--- src/rtl/uart_rx_byte_receiver.sv ---
// uart_rx_byte_receiver
// 8N1 serial receiver: two-flop input synchronizer, mid-bit sampling FSM,
// valid/ready byte output, one-cycle framing-error pulse and sticky overrun.
module uart_rx_byte_receiver #(
  parameter int clk_mhz   = 25,
  parameter int baud_rate = 115200
) (
  input  logic       clk,
  input  logic       rst,
  input  logic       rx,
  input  logic       ready,
  output logic [7:0] data,
  output logic       valid,
  output logic       framing_error,
  output logic       overrun,
  output logic       busy
);

  // Clocks per bit (rounded) and the offset from start edge to mid-start.
  localparam int bit_period  = (clk_mhz * 1000000 + baud_rate / 2) / baud_rate;
  localparam int half_period = bit_period / 2;
  localparam int CNT_W       = $clog2(bit_period);

  localparam logic [CNT_W-1:0] BIT_M1  = CNT_W'(bit_period - 1);
  localparam logic [CNT_W-1:0] HALF_M1 = CNT_W'(half_period - 1);

  localparam logic [2:0] S_IDLE  = 3'd0;
  localparam logic [2:0] S_START = 3'd1;
  localparam logic [2:0] S_DATA  = 3'd2;
  localparam logic [2:0] S_STOP  = 3'd3;
  localparam logic [2:0] S_BREAK = 3'd4;

  logic             r_rx_meta;
  logic             r_rx_s;
  logic [1:0]       r_fill;
  logic             r_armed;
  logic [2:0]       r_state;
  logic [CNT_W-1:0] r_cnt;
  logic [2:0]       r_idx;
  logic [7:0]       r_shreg;
  logic [7:0]       r_data;
  logic             r_valid;
  logic             r_framing_error;
  logic             r_overrun;
  logic             w_tick;

  assign w_tick        = (r_cnt == '0);
  assign data          = r_data;
  assign valid         = r_valid;
  assign framing_error = r_framing_error;
  assign overrun       = r_overrun;
  assign busy          = (r_state != S_IDLE);

  // Synchronize rx and arm once the line has genuinely been seen high.
  // The synchronizer flops reset to 1, so r_fill marks when r_rx_s holds a
  // real line sample; otherwise the reset value would arm the receiver and
  // a line held low through reset would look like a start bit.
  always_ff @(posedge clk) begin
    if (rst) begin
      r_rx_meta <= 1'b1;
      r_rx_s    <= 1'b1;
      r_fill    <= 2'b00;
      r_armed   <= 1'b0;
    end else begin
      r_rx_meta <= rx;
      r_rx_s    <= r_rx_meta;
      r_fill    <= {r_fill[0], 1'b1};
      if (r_fill[1] && r_rx_s) begin
        r_armed <= 1'b1;
      end
    end
  end

  // Frame FSM, bit timing, shift register and output handshake.
  always_ff @(posedge clk) begin
    if (rst) begin
      r_state         <= S_IDLE;
      r_cnt           <= '0;
      r_idx           <= 3'd0;
      r_shreg         <= 8'h00;
      r_data          <= 8'h00;
      r_valid         <= 1'b0;
      r_framing_error <= 1'b0;
      r_overrun       <= 1'b0;
    end else begin
      r_framing_error <= 1'b0;
      // Consumer accept; a simultaneous completion below overrides this.
      if (r_valid && ready) begin
        r_valid <= 1'b0;
      end
      case (r_state)
        S_IDLE: begin
          if (r_armed && !r_rx_s) begin
            r_state <= S_START;
            r_cnt   <= HALF_M1;
          end
        end
        S_START: begin
          if (w_tick) begin
            if (!r_rx_s) begin
              r_state <= S_DATA;
              r_cnt   <= BIT_M1;
              r_idx   <= 3'd0;
            end else begin
              r_state <= S_IDLE;
            end
          end else begin
            r_cnt <= r_cnt - 1'b1;
          end
        end
        S_DATA: begin
          if (w_tick) begin
            r_shreg <= {r_rx_s, r_shreg[7:1]};
            r_cnt   <= BIT_M1;
            r_idx   <= r_idx + 1'b1;
            if (r_idx == 3'd7) begin
              r_state <= S_STOP;
            end
          end else begin
            r_cnt <= r_cnt - 1'b1;
          end
        end
        S_STOP: begin
          if (w_tick) begin
            if (r_rx_s) begin
              // Back to IDLE at mid-stop so the next start edge is not missed.
              r_state <= S_IDLE;
              if (!r_valid || ready) begin
                r_data  <= r_shreg;
                r_valid <= 1'b1;
              end else begin
                r_overrun <= 1'b1;
              end
            end else begin
              r_framing_error <= 1'b1;
              r_state         <= S_BREAK;
            end
          end else begin
            r_cnt <= r_cnt - 1'b1;
          end
        end
        S_BREAK: begin
          if (r_rx_s) begin
            r_state <= S_IDLE;
          end
        end
        default: begin
          r_state <= S_IDLE;
        end
      endcase
    end
  end

endmodule

--- config.mk ---
export PLATFORM = sky130hd
export DESIGN_NAME = uart_rx_byte_receiver
export DESIGN_NICKNAME = d
export VERILOG_FILES = /design/src/rtl/uart_rx_byte_receiver.sv
export SDC_FILE = /design/constraint.sdc
export NUM_CORES = 1
export LEC_CHECK = 0
export BUFFER_PORTS_ARGS = -buffer_cell sky130_fd_sc_hd__buf_2
export CORE_AREA = 2 2 74 76
export DETAILED_ROUTE_END_ITERATION = 6
export DIE_AREA = 0 0 76 78
export PLACE_DENSITY_LB_ADDON = 0.2
export SKIP_LAST_GASP = 1
export SYNTH_ARGS = -nofsm -noshare
export SYNTH_HDL_FRONTEND = slang
export SYNTH_SLANG_ARGS = --single-unit
--- constraint.sdc ---
create_clock -name clk -period 2.38 [get_ports clk]
set_input_delay 0.119 -clock clk [delete_from_list [all_inputs] [get_ports clk]]
set_output_delay 0.119 -clock clk [all_outputs]
set_load 0.02 [all_outputs]
# Word-level counts from Yosys, hierarchy flattened
# Cells that the tools add are included.
dict set report word_totals {
  reg_bits 38
  in_bits 4
  wordCells 76
}
dict set report op_classes {
  add_sub_neg 2
  n_eq_ne 14
  mux 26
  bitwise 3
  n_reduce_logical 18
}
# operator count
set op_table {}
lappend op_table {{$mux 8} 5}
lappend op_table {{$pmux 8 s4} 1}
lappend op_table {{$mux 3} 10}
lappend op_table {{$ne 2x2->1 const B} 8}
lappend op_table {{$reduce_and 4->1} 4}
lappend op_table {{$pmux 3 s5} 1}
lappend op_table {{$logic_not 8->1} 1}
lappend op_table {{$sub 8x1->8 const B} 1}
lappend op_table {{$mux 1} 7}
lappend op_table {{$eq 3x2->1 const B} 2}
lappend op_table {{$eq 3x3->1 const B} 2}
lappend op_table {{$pmux 3 s2} 1}
lappend op_table {{$reduce_and 6->1} 1}
lappend op_table {{$reduce_bool 4->1} 1}
lappend op_table {{$add 3x1->3 const B} 1}
lappend op_table {{$eq 3x1->1 const B} 1}
lappend op_table {{$logic_and 1x1->1} 3}
lappend op_table {{$logic_not 3->1} 1}
lappend op_table {{$ne 3x3->1 const B} 1}
lappend op_table {{$not 1->1} 3}
lappend op_table {{$reduce_bool 3->1} 1}
lappend op_table {{$reduce_or 3->1} 1}
lappend op_table {{$logic_not 1->1} 2}
lappend op_table {{$mux 2} 1}
lappend op_table {{3 further kinds} 3}

# Logic depth before layout (Yosys ltp)
# Gate-level depths: netlist of the first run.
dict set report depth {
  word_depth 6
  depth_mapped 7
}

# Worst setup path before layout of the first run
# OpenSTA, ideal clock, no wires.
dict set report synth_timing {
  kind {reg-to-reg}
  from {register r_cnt[0]}
  to {register r_data[0], in the netlist data[0]}
  setup_ns 0.128
  arrival_time_ns 1.922
  required_time_ns 2.252
  path_slack_ns 0.330
  stages_incl_launch_ff 7
  path_buffers 0
  period_less_slack_ns 2.050
  cell_sequence {dfxtp_1 -> inv_1 -> ha_1 -> or4b_4 -> nor4_4 -> mux2i_1 -> nor2_1}
}
dict set report synth_via {
  elab_chain_cells 2
}
# item line
set synth_rtl {}
lappend synth_rtl {{from (decl)} 38} ;# logic [CNT_W-1:0] r_cnt;
lappend synth_rtl {{from (signal assigned)} 108} ;# r_cnt <= r_cnt - 1'b1;
lappend synth_rtl {{from (signal assigned)} 120} ;# r_cnt <= r_cnt - 1'b1;
lappend synth_rtl {{from (signal assigned)} 139} ;# r_cnt <= r_cnt - 1'b1;
lappend synth_rtl {{$logic_not 8->1} 47} ;# assign w_tick = (r_cnt == '0);
lappend synth_rtl {{$reduce_and 4->1 (no line)} --}
lappend synth_rtl {{to (signal assigned)} 129} ;# r_data <= r_shreg;
lappend synth_rtl {{to (decl)} 41} ;# logic [7:0] r_data;
# No other way between the ends.
# A chain may end at the register's enable or synchronous reset.

# Final worst setup path of the first run
dict set report layout_timing {
  from {register r_cnt[0]}
  to {register r_idx[2]}
}
dict set report layout_via {
  elab_chain_cells 3
  elab_cells_between_ends 4
  cone_classes {eq/ne (2); reduce/logical (2)}
}
# item line
set layout_rtl {}
lappend layout_rtl {{$logic_not 8->1 *} 47}
lappend layout_rtl {{$ne 2x2->1 (no line)} --}
lappend layout_rtl {{$reduce_and 4->1 (no line) *} --}
lappend layout_rtl {{to (signal assigned)} 115} ;# r_idx <= r_idx + 1'b1;
lappend layout_rtl {{to (decl)} 39} ;# logic [2:0] r_idx;
# Mark *: on every way between the ends. The rest lies on a longest branch, timed or not.

==> results of run 1 <==
-- per-stage QoR --
| stage | setup WS [ns] | cell area (µm²) |
|---|---|---|
| after floorplan | 0.330 | 1740 |
| after global placement | 0.308 | 1930 |
| after detailed placement | 0.235 | 1930 |
| after CTS | 0.221 | 2080 |
| after global routing | 0.0992 | 2080 |
| final | 0.217 | 2080 |
-- sequential cells by signal, summed over array words and instances (netlist names) --
| register | cells |
|---|---|
| data | 8 |
| r_shreg | 8 |
| r_fill | 2 |
| valid | 1 |
| r_rx_s | 1 |
| r_state | 3 |
| framing_error | 1 |
| r_idx | 3 |
| overrun | 1 |
| r_armed | 1 |
| r_cnt | 8 |
| r_rx_meta | 1 |
-- area by class of cell --
| class | instances | area [µm²] | share of cell area [%] |
|---|---|---|---|
| inverters | 6 | 22.5 | 1.08 |
| multi-input cells | 138 | 903 | 43.3 |
| clock inverters | 2 | 60.1 | 2.88 |
| clock buffers | 6 | 82.6 | 3.96 |
| well taps | 70 | 87.6 | 4.20 |
| flip-flops and latches | 38 | 761 | 36.5 |
| repair buffers | 27 | 168 | 8.04 |
-- cell families (layout without fill, tap and decap cells) --
group,after synthesis,after routing,synth area share (%)
XOR/XNOR,1,1,0.503
adder cells (fa/ha/maj),4,4,2.88
flip-flops,38,38,43.7
AO/OA/AOI/OAI,43,43,17.2
AND/OR/NAND/NOR,80,80,25.6
buffers and inverters,18,41,4.39
multiplexers,10,10,5.75
-- power by group through the flow --
stage,clock (mW),combinational [mW],sequential [mW]
6_report,0.684,0.144,0.656
4_1_cts,0.701,0.144,0.656
5_1_grt,0.724,0.161,0.658
3_3_place_gp,0,0.143,0.671
3_5_place_dp,0,0.142,0.671
2_1_floorplan,0,0.102,0.667
-- worst reg2reg max path, cell delays in order (launching register included) --
cell,delay (ns)
dfxtp_1,0.37
inv_1,0.10
ha_1,0.19
or4b_4,0.51
a2111o_1,0.47
or2_2,0.32
a21oi_1,0.14
-- cells in the mapped netlist, drive strengths merged (2+ instances only) --
| cell type | count |
|---|---|
| a211oi | 2 |
| a21o | 3 |
| a21oi | 16 |
| a311oi | 3 |
| a31oi | 4 |
| a41oi | 2 |
| buf | 4 |
| clkbuf | 8 |
| dfxtp | 38 |
| ha | 4 |
| inv | 6 |
| mux2i | 10 |
| nand2 | 16 |
| nand2b | 3 |
| nand3 | 10 |
| nand4b | 3 |
| nor2 | 19 |
| nor2b | 2 |
| nor3 | 8 |
| nor4 | 2 |
| o211ai | 2 |
| o21a | 2 |
| or2 | 4 |
| or3 | 3 |
| or4 | 3 |
-- worst max path at each step --
stage                  start         end  slack, ns  cells past startpoint
finish              r_cnt[0]    r_idx[2]       0.22                      6
global route        r_cnt[0]  r_shreg[7]        0.1                      7
CTS                 r_cnt[0]    r_idx[2]       0.22                      6
detailed placement  r_cnt[0]    r_idx[1]       0.24                      6
global placement    r_cnt[0]    r_idx[1]       0.31                      6
floorplan           r_cnt[0]     data[0]       0.33                      6
-- routing by layer --
metal,routed length (µm),track usage (%),vias to the layer above
met5,0,0,-
met4,72,6.18,0
met3,139,3.26,7
met2,1680,22.2,25
met1,2090,20.3,692
li1,-,-,743
-- repair_timing --
action / in CTS / in global routing
hold endpoints to repair: 1 / 0
endpoints found under the setup margin: 0 / 0
hold buffers: 1 / 0
setup buffers: 0 / 0
==> summary.md, run 1 <==
| Metric | Value |
|---|---|
| Via/cell ratio | 5.11 |
| Synthesized flop and latch total | 38 |
| Area of the mapped netlist | 1740 µm² |
| Cell Pwr Density | slightly above 700 nW/µm² |
| Die area | 5930 µm² |
| RSZ-0062 raised after global routing | false |
| Primary FF master, synth | dfxtp_1 |
| Initial core utilization | about a third |
| Headroom to the max-slew limit | 53.0% |
| Critical Path AT | approximately 2.4 ns |
| Worst path slowest cell | or4b_4 |
| Post-Syn Nets | 202 |
| Pint | ~1.2 mW |
| Max Clk Rate | approximately 0.46 GHz |
| Crit share post-route | roughly nine tenths |
| Finished Core Util | between 40% and 50% |
| Clk buf depth | 2 |
| Worst r2r dst | r_idx[2] |
| Leakage Power | 0.805 nW |
| CP endpoint kind | flop |
| Top Ports | 16 |
| Max-slew violations | 0 |
| Vias in the first global route | roughly 1.5k |
| Maxcap violations | 0 |
| Synth top area cells | dfxtp_1, mux2i_1, a21oi_1 |
| Drt drc | 0 |
| First-pass iteration count of the detailed router | 4 |
| Die Height | 78 µm |
| Hold Path Cell Cnt | 3 |
| Chip Width | between 70 and 80 µm |
| Cts repair resizes | 0 |
| Final clock skew | 0.0129 ns |
| Crit path largest cell delay | a little over 0.5 ns |
| CP Launch Type | flop |
| Logic pwr share | under 10% |
| Final net count | between 200 and 250 |
| Total CTS buffers | 5 |
| Final setup fails | 0 |
| Row count | 26 |
| Initial DRC count | roughly 130 |
| Sw power | between 0.3 and 0.4 mW |
| Total congestion overflow | 0 |
| Total power | approximately 1.5 mW |
| CP delay by family, top | simple AND/OR/NAND/NOR gates |
| Synthesized area per cell | around 9 µm² |
| Share of layout cells above drive strength 1 | a little over a fifth |
| Bufs and invs on worst path | 1 |
| Peak supply drop | about 350 µV |
| Detailed-route via count | roughly 1.5k |
| Final estimated routing congestion in global placement | between 0.8 and 0.9 |
| First-pass GRT wire length | 6990 µm |
| Most frequent cells in the layout | dfxtp_1, nor2_1, nand2_1, a21oi_1, buf_2 |
| Largest net degree at the start of global routing | 39 |
| Seq/Total Area, Yosys | a little over two fifths |
| Post-Place Cells | about 280 |
| H-tree levels | 2 |
| Hold Path End | valid |
| Outcome | finished clean |
| Yosys warns | 0 |
| R2R depth | 6 |
| Area leader, netlist | dfxtp_1 |
| Synth top area share | ~44% |
| Crit Path Class | reg2reg |
| Antenna violations before repair | 0 |
| IO Port Bufs | 15 |
| Post-synth EDFFs | 0 |
| Critical Path RT | 2.60 ns |
| Worst flop-to-flop path startpoint | r_cnt[0] |
| Non-Filler Instances | between 200 and 300 |
| Async SR Flop Fraction | 0% |
| CTS tree | done |
| Remaining antenna violation count | 0 |
| Hold Path Class | in2reg |
| Most frequent standard cell in the layout excluding fill and tap cells | dfxtp_1 |
| Min cycle time layout | about 2.2 ns |
| Clock transition at path regs | 0.08 ns |
| Clock share of power | between 40 and 50% |
| Hold Startpoint | ready |
| Total Wirelength | between 3000 and 4000 µm |
| Slew @ Worst Pin | ~0.71 ns |
| Clock sinks | 38 |
| Switching part of the total | roughly 22% |
| Fill cells | 485 |
| Final Hold Vio Count | 0 |
| Post-Synthesis Cells | 194 |
| Clk Latency, worst-skew pair | between 0.2 and 0.3 ns |
| Final Hold Slack | between 0.2 and 0.25 ns |
| Fin Setup TNS | 0 ns |
| Area Growth Syn to Fin | 19.8% |
| Post-DP HPWL | 2610 µm |
| Critical path fanouts, max | 7 |
| CP cell instances | inv_1 > ha_1 > or4b_4 > a2111o_1 > or2_2 > a21oi_1 |
| Sequential fraction of design power | 44.2% |
| Post-synth cell types | 46 |
| ANT cells | 0 |
| Root Driver | clkbuf_8 |
| Average wire per standard cell | around 14 µm |
| FF-to-FF setup slack | ~0.22 ns |
| Core area | around 5000 µm² |
| Gr usage total | between 10% and 20% |
Note: power is estimated with default switching activity, not from simulation.
==> inputs of run 2 (changes only) <==
--- a/config.mk
+++ b/config.mk
@@ -5,10 +5,11 @@
 export SDC_FILE = /design/constraint.sdc
 export NUM_CORES = 1
 export LEC_CHECK = 0
+export ABC_AREA = 1
 export BUFFER_PORTS_ARGS = -buffer_cell sky130_fd_sc_hd__buf_2
-export CORE_AREA = 2 2 74 76
+export CORE_AREA = 2 2 73 75
 export DETAILED_ROUTE_END_ITERATION = 6
-export DIE_AREA = 0 0 76 78
+export DIE_AREA = 0 0 75 77
 export PLACE_DENSITY_LB_ADDON = 0.2
 export SKIP_LAST_GASP = 1
 export SYNTH_ARGS = -nofsm -noshare
==> run 2 against run 1 <==
  * Sequential power up 27%
  * Power up 64%
  * Critical path type unchanged
  * Synthesized area down 2.0%
  * Largest power group is now combinational logic
  * Largest cell class unchanged
  * Cell count up 9.4%
  * Die area down 2.6%
==> summary.md, run 2 <==
| Metric | Value |
|---|---|
| Outcome | finished clean |
| Share of layout cells above drive strength 1 | approximately 17% |
| Worst flop-to-flop path startpoint | r_cnt[0] |
| Fin Setup TNS | 0 ns |
| Yosys warns | 0 |
| Clock sinks | 38 |
| Synthesized area per cell | 7.61 µm² |
| Root Driver | clkbuf_8 |
| Critical Path AT | 1.83 ns |
| Min cycle time layout | roughly 1.7 ns |
| Cell Pwr Density | approximately 1200 nW/µm² |
| Top Ports | 16 |
| Crit Path Class | reg2reg |
| Most frequent standard cell in the layout excluding fill and tap cells | dfxtp_1 |
| Clk buf depth | 2 |
| Critical path fanouts, max | 16 |
| Total Wirelength | 3290 µm |
| Max-slew violations | 0 |
| Total congestion overflow | 0 |
| Hold Path Class | in2reg |
| Seq/Total Area, Yosys | 44.6% |
| Worst r2r dst | data[5] |
| Via/cell ratio | 4.38 |
| Finished Core Util | between 40% and 50% |
| Cts repair resizes | 0 |
| Hold Path End | r_state[2] |
| H-tree levels | 2 |
| Pre-CTS WS | between 0.7 and 0.8 ns |
| Async SR Flop Fraction | 0% |
| Slack of the critical path | 0.723 ns |
| Slew @ Worst Pin | ~0.60 ns |
| Chip Width | 75 µm |
| Commonest cells in the netlist | dfxtp_1, nor2_1, inv_1, nand2_1, a21oi_1 |
| Die area | 5780 µm² |
| CP endpoint kind | flop |
| Final Hold Vio Count | 0 |
| Average wire per standard cell | 10.5 µm |
| Maxcap violations | 0 |
| CP Launch Type | flop |
| Area leader, netlist | dfxtp_1 |
| Non-Filler Instances | ~310 |
| Drt drc | 0 |
| Post-Syn Nets | 232 |
| R2R depth | 9 |
| Crit share post-route | 69.6% |
| Post-Place Cells | slightly above 300 |
| Synth top area cells | dfxtp_1, nor2_1, inv_1 |
| FF-to-FF setup slack | ~0.72 ns |
| Clock transition at path regs | about 0.080 ns |
| Core area | about 5000 µm² |
| Post-synth EDFFs | 0 |
| First-pass iteration count of the detailed router | 4 |
| Total CTS buffers | 5 |
| Hold Path Cell Cnt | 2 |
| Leakage Power | slightly above 0.9 nW |
| Placed standard-cell area | between 1500 and 2000 µm² |
| Vias in the first global route | approximately 1.4k |
| Synth top area share | approximately 45% |
| Fill cells | between 500 and 600 |
| Hold Startpoint | rst |
| Cell with the most instances after synthesis | dfxtp_1 |
| Post-DP HPWL | 2370 µm |
| Clk Latency, worst-skew pair | roughly 0.28 ns |
| Initial DRC count | 55 |
| Post-CTS setup buffers | 0 |
| Most frequent cells in the layout | dfxtp_1, nor2_1, inv_1 |
| Area of the mapped netlist | ~1700 µm² |
| Multi-input logic area | 787 µm² |
| Post-route cell area | about 2000 µm² |
| Antenna violations before repair | 0 |
| Synthesized flop and latch total | 38 |
| RSZ-0062 raised after global routing | false |
| Peak supply drop | about 500 µV |
| Final net count | between 200 and 300 |
| Register area | around 760 µm² |
| Post-CTS Hold Buffers | 0 |
| Post-synth cell types | 29 |
| Initial core utilization | 34.3% |
| Gr usage total | between 10% and 20% |
| Final setup fails | 0 |
| Area Growth Syn to Fin | 17.2% |
| Final clock skew | roughly 0.0036 ns |
| ANT cells | 0 |
| CTS tree | done |
| Primary FF master, synth | dfxtp_1 |
| Final estimated routing congestion in global placement | around 0.8 |
| IO Port Bufs | 15 |
| Post-Synthesis Cells | 224 |
| Critical Path RT | 2.55 ns |
| First-pass GRT wire length | approximately 6100 µm |
| Max Clk Rate | roughly 0.60 GHz |
| Remaining antenna violation count | 0 |
| Die Height | 77 µm |
| Detailed-route via count | around 1.4k |
| Row count | 26 |
| Largest net degree at the start of global routing | 25 |
| Headroom to the max-slew limit | 59.7% |
run 2: cell types whose count changed after synthesis, sizes merged, moves of 4 or more:
cell / previous run / this run
a21oi: 16 / 24
a31oi: 4 / 0
clkbuf: 8 / 3
inv: 6 / 36
mux2i: 10 / 0
nand2: 16 / 29
nor2: 19 / 36
nor3: 8 / 1
o21ai: 0 / 27
run 2: worst max-delay path, stage by stage (launching register included):
cell and delay, ns:
dfxtp_1 0.31, inv_1 0.14, ha_1 0.19, inv_1 0.05, nor2_1 0.12, nand3_2 0.14, inv_2 0.14, nand3_4 0.17
o21ai_0 0.22, a21oi_1 0.06
run 2: area by class of cell:
| type | instances | share of cell area (%) |
|---|---|---|
| clock buffers | 6 | 4.13 |
| well taps | 70 | 4.38 |
| repair buffers | 16 | 4.26 |
| flip-flops and latches | 38 | 38.1 |
| multi-input cells | 146 | 39.4 |
| inverters | 36 | 6.76 |
| clock inverters | 2 | 3.01 |
run 2: worst max path at each step:
stage | endpoint | start | depth (start not counted) | slack [ns]
after floorplan | data[6] | r_cnt[0] | 10 | 0.91
after global placement | data[1] | r_cnt[0] | 9 | 0.78
after detailed placement | data[5] | r_cnt[0] | 9 | 0.72
after CTS | data[5] | r_cnt[0] | 9 | 0.71
after global routing | data[5] | r_cnt[1] | 9 | 0.55
final | data[5] | r_cnt[0] | 9 | 0.72
run 2: per-layer routing:
metal	global-route usage, %	wire (µm)	vias up
li1	-	-	754
met2	21.9	1540	10
met5	0	0	-
met3	3.94	82	2
met4	4.82	27	0
met1	16.5	1650	609
run 2: through the flow:
stage               total power, mW  hold slack (ns)
global placement               1.77            0.301
floorplan                      1.59            0.195
CTS                            2.46          0.00261
detailed placement             1.77            0.304
finish                         2.43            0.180
global route                   2.66            0.191
run 2: logic make-up after synthesis:
group,share of synthesized area (%)
flip-flops,44.6
AO/OA/AOI/OAI,16.5
XOR/XNOR,1.03
AND/OR/NAND/NOR,25.7
buffers and inverters,9.24
adder cells (fa/ha/maj),2.93
run 2: report_power, final:
group          switching [mW]  internal, mW
registers              0.0852         0.746
clock network           0.231         0.447
logic                   0.606         0.318
total                   0.922          1.51
==> inputs of run 3 (changes only) <==
==> constraint.sdc (replaced) <==
create_clock -name clk -period 1.5 [get_ports clk]
set_input_delay 0.075 -clock clk [delete_from_list [all_inputs] [get_ports clk]]
set_output_delay 0.075 -clock clk [all_outputs]
set_load 0.02 [all_outputs]
==> run 3 against run 2 <==
  * Power grew 77%
  * Design area is 12% higher
  * Register-to-register slack got worse by 0.65 ns
==> summary.md, run 3 (synthesis results as in run 2) <==
| Metric | Value |
|---|---|
| CTS tree | done |
| Initial core utilization | around 34% |
| Min cycle time layout | 1.42 ns |
| Worst path slowest cell | dfxtp_2 |
| Leakage Power | ~1 nW |
| Clock sinks | 38 |
| Peak supply drop | a little over 900 µV |
| Headroom to the max-slew limit | 55.7% |
| Final net count | between 200 and 300 |
| Final estimated routing congestion in global placement | ~0.9 |
| Crit Path Class | reg2reg |
| Share of layout cells above drive strength 1 | between 30% and 40% |
| Crit path largest cell delay | approximately 0.33 ns |
| Largest net degree at the start of global routing | 25 |
| Crit share post-route | between 90% and 100% |
| Bufs and invs on worst path | 4 |
| Final setup fails | 0 |
| ANT cells | 0 |
| Row count | 26 |
| IO Port Bufs | 15 |
| Antenna violations before repair | 0 |
| Most frequent standard cell in the layout excluding fill and tap cells | dfxtp_1 |
| Cell Pwr Density | slightly below 2000 nW/µm² |
| Area Growth Syn to Fin | 30.9% |
| First-pass iteration count of the detailed router | 4 |
| Slew @ Worst Pin | between 0.6 and 0.7 ns |
| Die area | 5780 µm² |
| Chip Width | 75 µm |
| Detailed-route via count | between 1k and 1.5k |
| CP endpoint kind | flop |
| Most frequent cells in the layout | dfxtp_1, inv_1, nor2_1 |
| Top Ports | 16 |
| Remaining antenna violation count | 0 |
| Total Wirelength | 3760 µm |
| Fill cells | just over 500 |
| Average wire per standard cell | about 11 µm |
| Final Hold Slack | ~0.14 ns |
| Via/cell ratio | 4.44 |
| Clk buf depth | 2 |
| Core area | roughly 5000 µm² |
| Outcome | finished clean |
| Drt drc | 0 |
| Total power | approximately 4.3 mW |
| Clock transition at path regs | roughly 0.070 ns |
| Initial DRC count | 51 |
| Final Hold Vio Count | 0 |
| Max-slew violations | 0 |
| Max Clk Rate | roughly 0.7 GHz |
| Vias in the first global route | between 1k and 1.5k |
| Clk Latency, worst-skew pair | just under 0.3 ns |
| CP cell instances | nor2_2 > nand2_2 > inv_1 > nand3_2 > inv_4 > buf_6 > nor2_4 > nand2_2 > nand3_2 > nand2_1 > inv_1 |
| Post-DP HPWL | ~2500 µm |
| CP Launch Type | flop |
| Critical path fanouts, max | 6 |
| Gr usage total | between 10% and 20% |
| First-pass GRT wire length | approximately 5900 µm |
| Maxcap violations | 0 |
| Root Driver | clkbuf_8 |
| Critical Path RT | around 1.7 ns |
| Hold Path Class | in2reg |
| Total CTS buffers | 5 |
| Die Height | just under 80 µm |
| CP delay by family, top | simple AND/OR/NAND/NOR gates |
| Critical Path AT | ~1.6 ns |
| Total congestion overflow | 0 |
| H-tree levels | 2 |
| Final clock skew | 0.00584 ns |
run 3: changes by cell type in the layout (fill, tap and decap cells not counted), sizes merged:
cell / previous run / this run
buf: 15 / 35
bufinv: 2 / 0
clkbuf: 6 / 5
clkinv: 0 / 2
nand3: 11 / 12
run 3: cell type report:
type	instances	area (µm²)	area share, %
multi-input combinational	147	908	40.7
sequential	38	774	34.7
timing repair buffer	36	243	10.9
inverter	36	140	6.28
tap	70	87.6	3.92
clock buffer	5	68.8	3.08
clock inverter	2	10.0	0.448
run 3: metal layers:
layer | track usage (%) | vias up | part of all wire [%]
met5 | 0 | - | 0
met4 | 5.89 | 0 | 1.9
met3 | 4.07 | 6 | 2.9
met2 | 19.7 | 13 | 45
met1 | 17.5 | 665 | 50
li1 | - | 800 | -
run 3: what timing repair did:
action / CTS / global route
endpoints found under the hold margin: 1 / 0
endpoints found under the setup margin: 0 / 29
resized for setup: 0 / 58
setup buffers: 0 / 7
hold buffers: 1 / 0
run 3: worst paths after layout:
| path | endpoint | slack (ns) | from | depth (start not counted) |
|---|---|---|---|---|
| max | r_cnt[6] | 0.08 | r_cnt[4] | 11 |
| min | r_state[2] | 0.14 | rst | 2 |
| max reg2reg | r_cnt[6] | 0.08 | r_cnt[4] | 11 |
| min reg2reg | r_fill[1] | 0.41 | r_fill[0] | 2 |
run 3: through the flow:
| step | setup slack, ns | TNS [ns] | instances | cell area, µm² | util (%) |
|---|---|---|---|---|---|
| floorplan | 0.0271 | 0 | 224 | 1710 | - |
| global placement | 0.0392 | 0 | 318 | 1940 | 39.0 |
| detailed placement | 0.0275 | 0 | 318 | 1940 | 39.0 |
| CTS | 0.0255 | 0 | 326 | 2030 | 40.8 |
| global route | -0.0257 | -0.197 | 334 | 2230 | 44.8 |
| finish | 0.0768 | 0 | 334 | 2230 | 44.8 |
run 3: where the power goes:
part	internal, mW	switching, mW	leakage (nW)
sequential	1.21	0.143	0.313
combinational	0.959	1.33	0.647
clock	0.312	0.350	0.0438
total	2.48	1.82	1.00
